==> config.mk <==
export PLATFORM = sky130hd
export DESIGN_NAME = ahb_response_mux_ctrl
export DESIGN_NICKNAME = d
export VERILOG_FILES = /design/src/rtl/ahb_response_mux_ctrl.sv
export SDC_FILE = /design/constraint.sdc
export NUM_CORES = 1
export LEC_CHECK = 0
export CORE_ASPECT_RATIO = 2
export CORE_MARGIN = 4
export CORE_UTILIZATION = 25
export CTS_CLUSTER_SIZE = 30
export DETAILED_ROUTE_END_ITERATION = 7
export GPL_TIMING_DRIVEN = 0
export MAX_ROUTING_LAYER = met4
export PLACE_DENSITY = 0.79
export SLEW_MARGIN = 5
export SYNTH_ARGS = -nofsm -noshare
export SYNTH_HDL_FRONTEND = slang
export SYNTH_SLANG_ARGS = --single-unit
==> constraint.sdc <==
create_clock -name Hclk -period 1.6 [get_ports Hclk]
set_clock_uncertainty 0.1 [all_clocks]
set_input_delay 0.32 -clock Hclk [delete_from_list [all_inputs] [get_ports Hclk]]
set_output_delay 0.32 -clock Hclk [all_outputs]
set_load 0.005 [all_outputs]
==> src/rtl/ahb_response_mux_ctrl.sv <==
// AHB slave-to-master response mux with a built-in default slave (decode errors)
// and a wait-state watchdog that aborts stalled transfers with a two-cycle ERROR.
//   state  | meaning
//   S_OK   | forwarding selected slave, or zero-wait OKAY when nothing is selected
//   S_ERR1 | first ERROR cycle (Hready low)
//   S_ERR2 | second ERROR cycle (Hready high, next address phase accepted)
module ahb_response_mux_ctrl #(
    parameter int                    NUM_SLAVES     = 4,
    parameter int                    DATA_WIDTH     = 32,
    parameter int                    TIMEOUT_CYCLES = 16,
    parameter logic [DATA_WIDTH-1:0] DEFAULT_RDATA  = '0
) (
    input  logic                  Hclk,
    input  logic                  Hresetn,
    input  logic [NUM_SLAVES-1:0] slave_select,
    input  logic [1:0]            Htrans,
    input  logic [DATA_WIDTH-1:0] Hrdata_S [NUM_SLAVES],
    input  logic [1:0]            Hresp_S [NUM_SLAVES],
    input  logic [NUM_SLAVES-1:0] Hreadyout_S,
    output logic [DATA_WIDTH-1:0] Hrdata,
    output logic [1:0]            Hresp,
    output logic                  Hready,
    output logic                  timeout_pulse,
    output logic                  decode_err_pulse
);

    typedef enum logic [1:0] {
        S_OK   = 2'b00,
        S_ERR1 = 2'b01,
        S_ERR2 = 2'b10
    } state_t;

    localparam int CW = (TIMEOUT_CYCLES > 0) ? $clog2(TIMEOUT_CYCLES + 1) : 1;
    localparam logic [CW-1:0] CNT_LAST = (TIMEOUT_CYCLES > 0) ? CW'(TIMEOUT_CYCLES - 1) : '0;

    state_t                state_q, state_d;
    logic [NUM_SLAVES-1:0] data_sel_q, data_sel_d;
    logic [CW-1:0]         cnt_q, cnt_d;
    logic                  tout_q, tout_d;
    logic                  derr_q, derr_d;

    logic [DATA_WIDTH-1:0] sel_rdata;
    logic [1:0]            sel_resp;
    logic                  sel_ready;

    // Only the transfer/idle distinction of Htrans matters here.
    logic unused_htrans0;
    assign unused_htrans0 = Htrans[0];

    // data_sel_q is always zero or one-hot, so an AND-OR mux is sufficient.
    always_comb begin
        sel_rdata = '0;
        sel_resp  = '0;
        sel_ready = 1'b0;
        for (int i = 0; i < NUM_SLAVES; i++) begin
            if (data_sel_q[i]) begin
                sel_rdata = sel_rdata | Hrdata_S[i];
                sel_resp  = sel_resp  | Hresp_S[i];
                sel_ready = sel_ready | Hreadyout_S[i];
            end
        end
    end

    always_comb begin
        Hrdata = DEFAULT_RDATA;
        Hresp  = 2'b00;
        Hready = 1'b1;
        case (state_q)
            S_ERR1: begin
                Hresp  = 2'b01;
                Hready = 1'b0;
            end
            S_ERR2: begin
                Hresp  = 2'b01;
            end
            default: begin
                if (data_sel_q != '0) begin
                    Hrdata = sel_rdata;
                    Hresp  = sel_resp;
                    Hready = sel_ready;
                end
            end
        endcase
    end

    always_comb begin
        state_d    = state_q;
        data_sel_d = data_sel_q;
        cnt_d      = cnt_q;
        tout_d     = 1'b0;
        derr_d     = 1'b0;
        if (state_q == S_ERR1) begin
            state_d = S_ERR2;
        end else if (!Hready) begin
            // Only reachable in S_OK with the selected slave stalling.
            if (TIMEOUT_CYCLES > 0) begin
                if (cnt_q == CNT_LAST) begin
                    state_d    = S_ERR1;
                    tout_d     = 1'b1;
                    data_sel_d = '0;
                    cnt_d      = '0;
                end else if (cnt_q < CNT_LAST) begin
                    cnt_d = cnt_q + CW'(1);
                end
            end
        end else begin
            state_d = S_OK;
            cnt_d   = '0;
            if (!Htrans[1]) begin
                data_sel_d = '0;
            end else if ($onehot(slave_select)) begin
                data_sel_d = slave_select;
            end else begin
                data_sel_d = '0;
                state_d    = S_ERR1;
                derr_d     = 1'b1;
            end
        end
    end

    always_ff @(posedge Hclk or negedge Hresetn) begin
        if (!Hresetn) begin
            state_q    <= S_OK;
            data_sel_q <= '0;
            cnt_q      <= '0;
            tout_q     <= 1'b0;
            derr_q     <= 1'b0;
        end else begin
            state_q    <= state_d;
            data_sel_q <= data_sel_d;
            cnt_q      <= cnt_d;
            tout_q     <= tout_d;
            derr_q     <= derr_d;
        end
    end

    assign timeout_pulse    = tout_q;
    assign decode_err_pulse = derr_q;

endmodule
=== Word-level counts from Yosys, hierarchy flattened ===
Cells that the tools add are included.

* Bits in registers: 13
* Output and inout port bits: 37
* Logic and storage cells: 68

* Add/sub/neg operators: 4
* $lt $le $gt $ge: 1
* Eq/ne operators: 4
* Muxes and demuxes: 37
* Bitwise operators: 10
* Reduce and logical (&&, ||, !) cells: 7

{| class="wikitable"
|+ Operator list
! cell !! count
|-
| 32-bit two-way mux || 6
|-
| 32-bit OR || 3
|-
| 2-bit two-way mux || 9
|-
| 4-bit two-way mux || 4
|-
| 5-bit two-way mux || 3
|-
| 1-bit two-way mux || 14
|-
| 2-bit OR || 3
|-
| 3-bit nonzero test || 2
|-
| 5-bit by 1-bit adder with 5-bit output, second input constant || 1
|-
| 5-bit by 4-bit == test with 1-bit output, second input constant || 1
|-
| 5-bit by 4-bit less-than comparator with 1-bit output, second input constant || 1
|-
| 1-bit by 1-bit adder with 2-bit output || 2
|-
| 2-bit AND reduction || 2
|-
| 4-bit nonzero test || 1
|-
| 2-bit by 2-bit adder with 3-bit output || 1
|-
| 3-bit by 1-bit == test with 1-bit output, second input constant || 1
|-
| 1-bit OR || 3
|-
| 2-bit by 1-bit == test with 1-bit output, second input constant || 1
|-
| 2-bit == test, second input constant || 1
|-
| 1-bit case mux with 2 select lines || 1
|-
| 2-bit nonzero test || 1
|-
| 2-bit OR reduction || 1
|-
| 1-bit NOT || 1
|}

=== Depth between registers and ports, before layout ===
* Depth in word-level cells: 11
* Mapped depth: 8
* Mapped depth without buffers: 8

=== Worst setup path before layout ===
OpenSTA, ideal clock, no wires.

* Path type: input-to-reg
* From: input slave_select[0]
* To: register state_q[0]
* Data arrival time: 2.031 ns
* Required time: 1.360 ns
* Path slack: -0.671 ns
* Stages on the path: 8
* Cells stage by stage: inv_1 > fa_1 > inv_1 > ha_1 > ha_1 > or3b_2 > a21oi_1 > a221oi_1

* Cells in the longest elaborated chain, start to end: 7

{| class="wikitable"
|+ RTL lines
! what !! RTL line !! source
|-
| start: declaration || 15 || <nowiki>input logic [NUM_SLAVES-1:0] slave_select,</nowiki>
|-
| 1-bit by 1-bit adder with 2-bit output (implied by the code) || 111 || <nowiki>end else if ($onehot(slave_select)) begin</nowiki>
|-
| 2-bit by 2-bit adder with 3-bit output (implied by the code) || 111 ||
|-
| 3-bit by 1-bit == test with 1-bit output || 111 ||
|-
| 1-bit two-way mux || 111 ||
|-
| 1-bit two-way mux || 109 || <nowiki>if (!Htrans[1]) begin</nowiki>
|-
| 2-bit two-way mux || 94 || <nowiki>end else if (!Hready) begin</nowiki>
|-
| 2-bit two-way mux || 92 || <nowiki>if (state_q == S_ERR1) begin</nowiki>
|-
| end signal: assignment || 129 || <nowiki>state_q <= state_d;</nowiki>
|-
| end: declaration || 36 || <nowiki>state_t state_q, state_d;</nowiki>
|}

Every way passes these cells.
A chain may end at the register's enable or synchronous reset.

=== Worst setup path after layout ===
* From: register state_q[0]
* To: output Hrdata[2]

* Cells in the longest elaborated chain, start to end: 3
* Elaborated cells on any way between the ends: 4

{| class="wikitable"
|+ RTL lines
! what !! RTL line !! source
|-
| 2-bit by 1-bit == test with 1-bit output / 2-bit == test (equally long branches) || 68 || <nowiki>case (state_q)</nowiki>
|-
| 2-bit OR reduction (no line) * || - ||
|-
| 32-bit two-way mux * || 68 ||
|-
| end: declaration || 20 || <nowiki>output logic [DATA_WIDTH-1:0] Hrdata,</nowiki>
|}

Mark *: on every way between the ends. The rest lies on a longest branch, timed or not.

==> metrics list <==
- CP Capture Type: output port
- Number of hold-slack violations in the final timing report: 0
* Net count, final: 566
- Vias in the first global route: 2606
* Yosys synthesis warning count: 0
- Inserted Diodes: 0
- For this run, the register share of the synthesized area comes to 0.209.
* Violation count after the first detailed-routing iteration: 210
* Critical path data arrival time: ~1.7 ns
* Run status: complete, but fails checks
- Buffers placed on the I/O ports in this run total between 150 and 200.
- The floorplan step defined a core boundary enclosing 6060 µm².
- Area leader, netlist: sky130_fd_sc_hd__a22oi_1
* Internal power: 3.50 mW
- After detailed routing, the average wire length per cell comes to about 20 µm.
* Antenna-violating nets left: 0
- At the placement stage, the worst setup path has a slack of -1.24 ns.
* Row count: 40
* Global-route wire length before repair: ~14000 µm
- After synthesis, the share of flip-flops with an asynchronous set or reset is 1.00.
- Post-synth net total: around 350
- Final period util: 1.32
* CTS tree: built
- Most used standard cells in the synthesized netlist: sky130_fd_sc_hd__a22oi_1 (68), sky130_fd_sc_hd__a21oi_1 (35), sky130_fd_sc_hd__dfrtp_1 (13)
* Setup_tns: -21.51 ns
- The slowest stage of the critical path is the sky130_fd_sc_hd__dfrtp_1 cell.
- Final Max Slew Viols: 0
- Leakage power: about 1.5 nW
* Worst-Skew Late Latency: roughly 0.24 ns
- The cell area that synthesis handed to floorplanning was around 1600 µm².
- Placer congestion estimate: about 0.86
- Headroom to the max-slew limit came out at 0.579.
- In this run, synthesis produced a sequential element count of 13.
- TritonCTS Sinks: 13
- Count of maximum capacitance violations: 0
* Violated checks: setup timing
- Post-placement cell count: between 400 and 500
* Relative contribution of sequential cells to total power: 0.085
- Share of final-layout standard cells stronger than drive strength 1: 0.343
- Subtracting the final worst setup slack from the clock period gives between 2 and 2.5 ns.
- Max Freq: between 400 and 500 MHz
* Peak supply drop: approximately 1.3 mV
* Least-Margin Pin Slew: ~0.63 ns
* Most instantiated library cell after synthesis: sky130_fd_sc_hd__a22oi_1
* Gate family responsible for the most delay along the worst path: buffers and inverters
- Average footprint of a synthesized cell: roughly 7.8 µm²
- Summed over all layers, the routed wires come to between 10000 and 15000 µm.
- Once layout is complete, the utilization of the core stands at 0.669.
- The number of clock buffers added by TritonCTS is 3.
- The floorplan step defined a die boundary enclosing ~7600 µm².
- Detail Placement HPWL: roughly 7600 µm
* Combinational cell fraction of total power: 0.837
- Clock power frac: 0.078
- In this run the power spent charging and discharging nets is 2.60 mW.
* Count of flip-flops with a built-in enable after synthesis: 0
- Dividing total power by cell area gives a power density of 1510 nW/µm².
- From bottom edge to top edge, the die measures around 120 µm.
- CP Cell Sequence: inv_2 -> ha_4 -> buf_6 -> o41ai_4 -> buf_6 -> clkbuf_16 -> a21oi_1 -> buf_2
* Number of iterations in the first detailed-routing pass: 5
- Final setup margin: -0.516 ns
- Share of the synthesized area in the top cell type: 0.327
- For this run, the total global-route usage over all layers was measured as 0.238.
- Largest net degree at the start of global routing: 14
- Per-cell via count in the routed design: ~5.4
- Post-synthesis cell count: roughly 200
- In the routed design, unresolved DRC markers number 0.
* CTS clk-pin slew, worst paths: approximately 0.050 ns
- Initial standard-cell utilization of the core: 0.257
- Number of vias after detailed routing: about 2700
* Category of the most critical setup path: reg2out
* Unique masters post-synth: 35
* CP startpoint kind: flip-flop
* Overflow left after global routing: 0
* Number of antenna violations at the first check in global routing: 0
* Unrepaired setup endpoints after global routing: yes
- 185 I/O pins were placed.
* Combined buffer and inverter count along the critical path: 5
- For this run, the leading register cell type out of synthesis is sky130_fd_sc_hd__dfrtp_1.
- The finished layout holds around 500 standard cells, fillers aside.
- Crit path top cell by count: sky130_fd_sc_hd__buf_6
- Worst-case clock buffer depth: 2
- The die is 63.8 µm wide.
- Root cell of the clock tree: sky130_fd_sc_hd__clkbuf_16
- Of the total power, the share spent switching nets is 0.426.
- The worst hold path belongs to the class in2reg.
* CTS H-tree depth: 1
- Number of setup violations in the final report: 47
- Data on the critical path is required at its endpoint by about 1.2 ns.
* Largest driver fanout on the critical path: 7
- Critical path's largest stage delay: 0.37 ns
- After synthesis, the cell types taking the most area are sky130_fd_sc_hd__a22oi_1 (33%), sky130_fd_sc_hd__dfrtp_1 (21%), sky130_fd_sc_hd__a21oi_1 (11%).
- The area growth from synthesis to layout is 160%.
-- registers in the layout, summed over array words and instances, names as in the netlist --
signal / flops
cnt_q: 5
data_sel_q: 4
state_q: 2
decode_err_pulse: 1
timeout_pulse: 1
-- metal layers --
metal,routed length (µm),GRT usage,up-vias
met5,0,-,-
met2,5530,0.442,135
met1,3300,0.230,1278
met4,174,0.0568,0
met3,1130,0.0833,12
li1,-,-,1233
-- layout make-up --
class | count | area [µm²]
fill | 487 | 2010
timing repair buffer | 208 | 1950
multi-input combinational | 158 | 1380
sequential | 13 | 325
buffer | 20 | 163
tap | 84 | 105
clock buffer | 3 | 75.1
inverter | 8 | 42.5
clock inverter | 1 | 5.00
-- placed cells by master, fill, tap and decap left out, drive strengths merged, types with 2 or more instances in the layout --
master | Yosys | routed
mux2i | 4 | 4
o22ai | 2 | 2
inv | 8 | 8
clkdlybuf4s50 | 0 | 145
a21oi | 35 | 35
a22oi | 68 | 68
nand3 | 3 | 3
or3b | 2 | 2
clkbuf | 10 | 17
nand2 | 9 | 9
o21ai | 6 | 6
a31o | 2 | 2
ha | 5 | 5
nor3 | 2 | 2
buf | 10 | 69
nand2b | 2 | 2
dfrtp | 13 | 13
-- cell families (layout without fill, tap and decap cells) --
family / Yosys count / after routing / synth area share
muxes: 4 / 4 / 0.0257
AOI/OAI and AO/OA: 121 / 121 / 0.541
adders and majority gates: 6 / 6 / 0.0530
DFF: 13 / 13 / 0.209
buffers and inverters: 28 / 240 / 0.0730
and+or+nand+nor: 27 / 27 / 0.0987
-- per-stage QoR --
step	power, mW	hold WS, ns	area [µm²]
2_1_floorplan	2.35	-0.0756	1610
3_3_place_gp	3.62	0.470	3540
3_5_place_dp	3.67	0.489	3540
4_1_cts	4.84	0.303	3710
5_1_grt	6.45	0.258	4050
6_report	6.10	0.255	4050
-- final timing paths --
check | depth (start not counted) | start | slack (ns) | to
min in group asynchronous | 1 | Hresetn | 0.37 | cnt_q[1]
setup reg to reg | 6 | data_sel_q[1] | -0.45 | data_sel_q[1]
setup / recovery | 8 | state_q[0] | -0.52 | Hrdata[2]
hold / removal | 3 | slave_select[0] | 0.25 | data_sel_q[0]
hold reg to reg | 2 | cnt_q[0] | 0.49 | cnt_q[0]
max in group asynchronous | 1 | Hresetn | 0.62 | cnt_q[4]
-- worst register-to-register path, stage by stage, from the launching register on --
cell and delay, ns:
sky130_fd_sc_hd__dfrtp_1 0.39, sky130_fd_sc_hd__buf_4 0.14, sky130_fd_sc_hd__o41a_1 0.45, sky130_fd_sc_hd__buf_4 0.17, sky130_fd_sc_hd__a311oi_4 0.34, sky130_fd_sc_hd__buf_12 0.18
sky130_fd_sc_hd__mux2i_1 0.21
-- power groups by stage --
stage / Clock (mW) / Sequential [mW] / Combinational, mW
floorplan: 0 / 0.495 / 1.85
global placement: 0 / 0.508 / 3.11
detailed placement: 0 / 0.514 / 3.16
CTS: 0.481 / 0.509 / 3.85
global route: 0.501 / 0.528 / 5.42
finish: 0.473 / 0.521 / 5.11
-- timing repair --
action	4_1_cts	5_1_grt
setup buffers	7	16
pin swaps	10	14
hold buffers	0	0
cloned	0	3
gates resized for setup	198	49
endpoints found under the hold margin	0	0
setup endpoints to repair	47	48
Note: power is estimated with default switching activity, not from simulation.
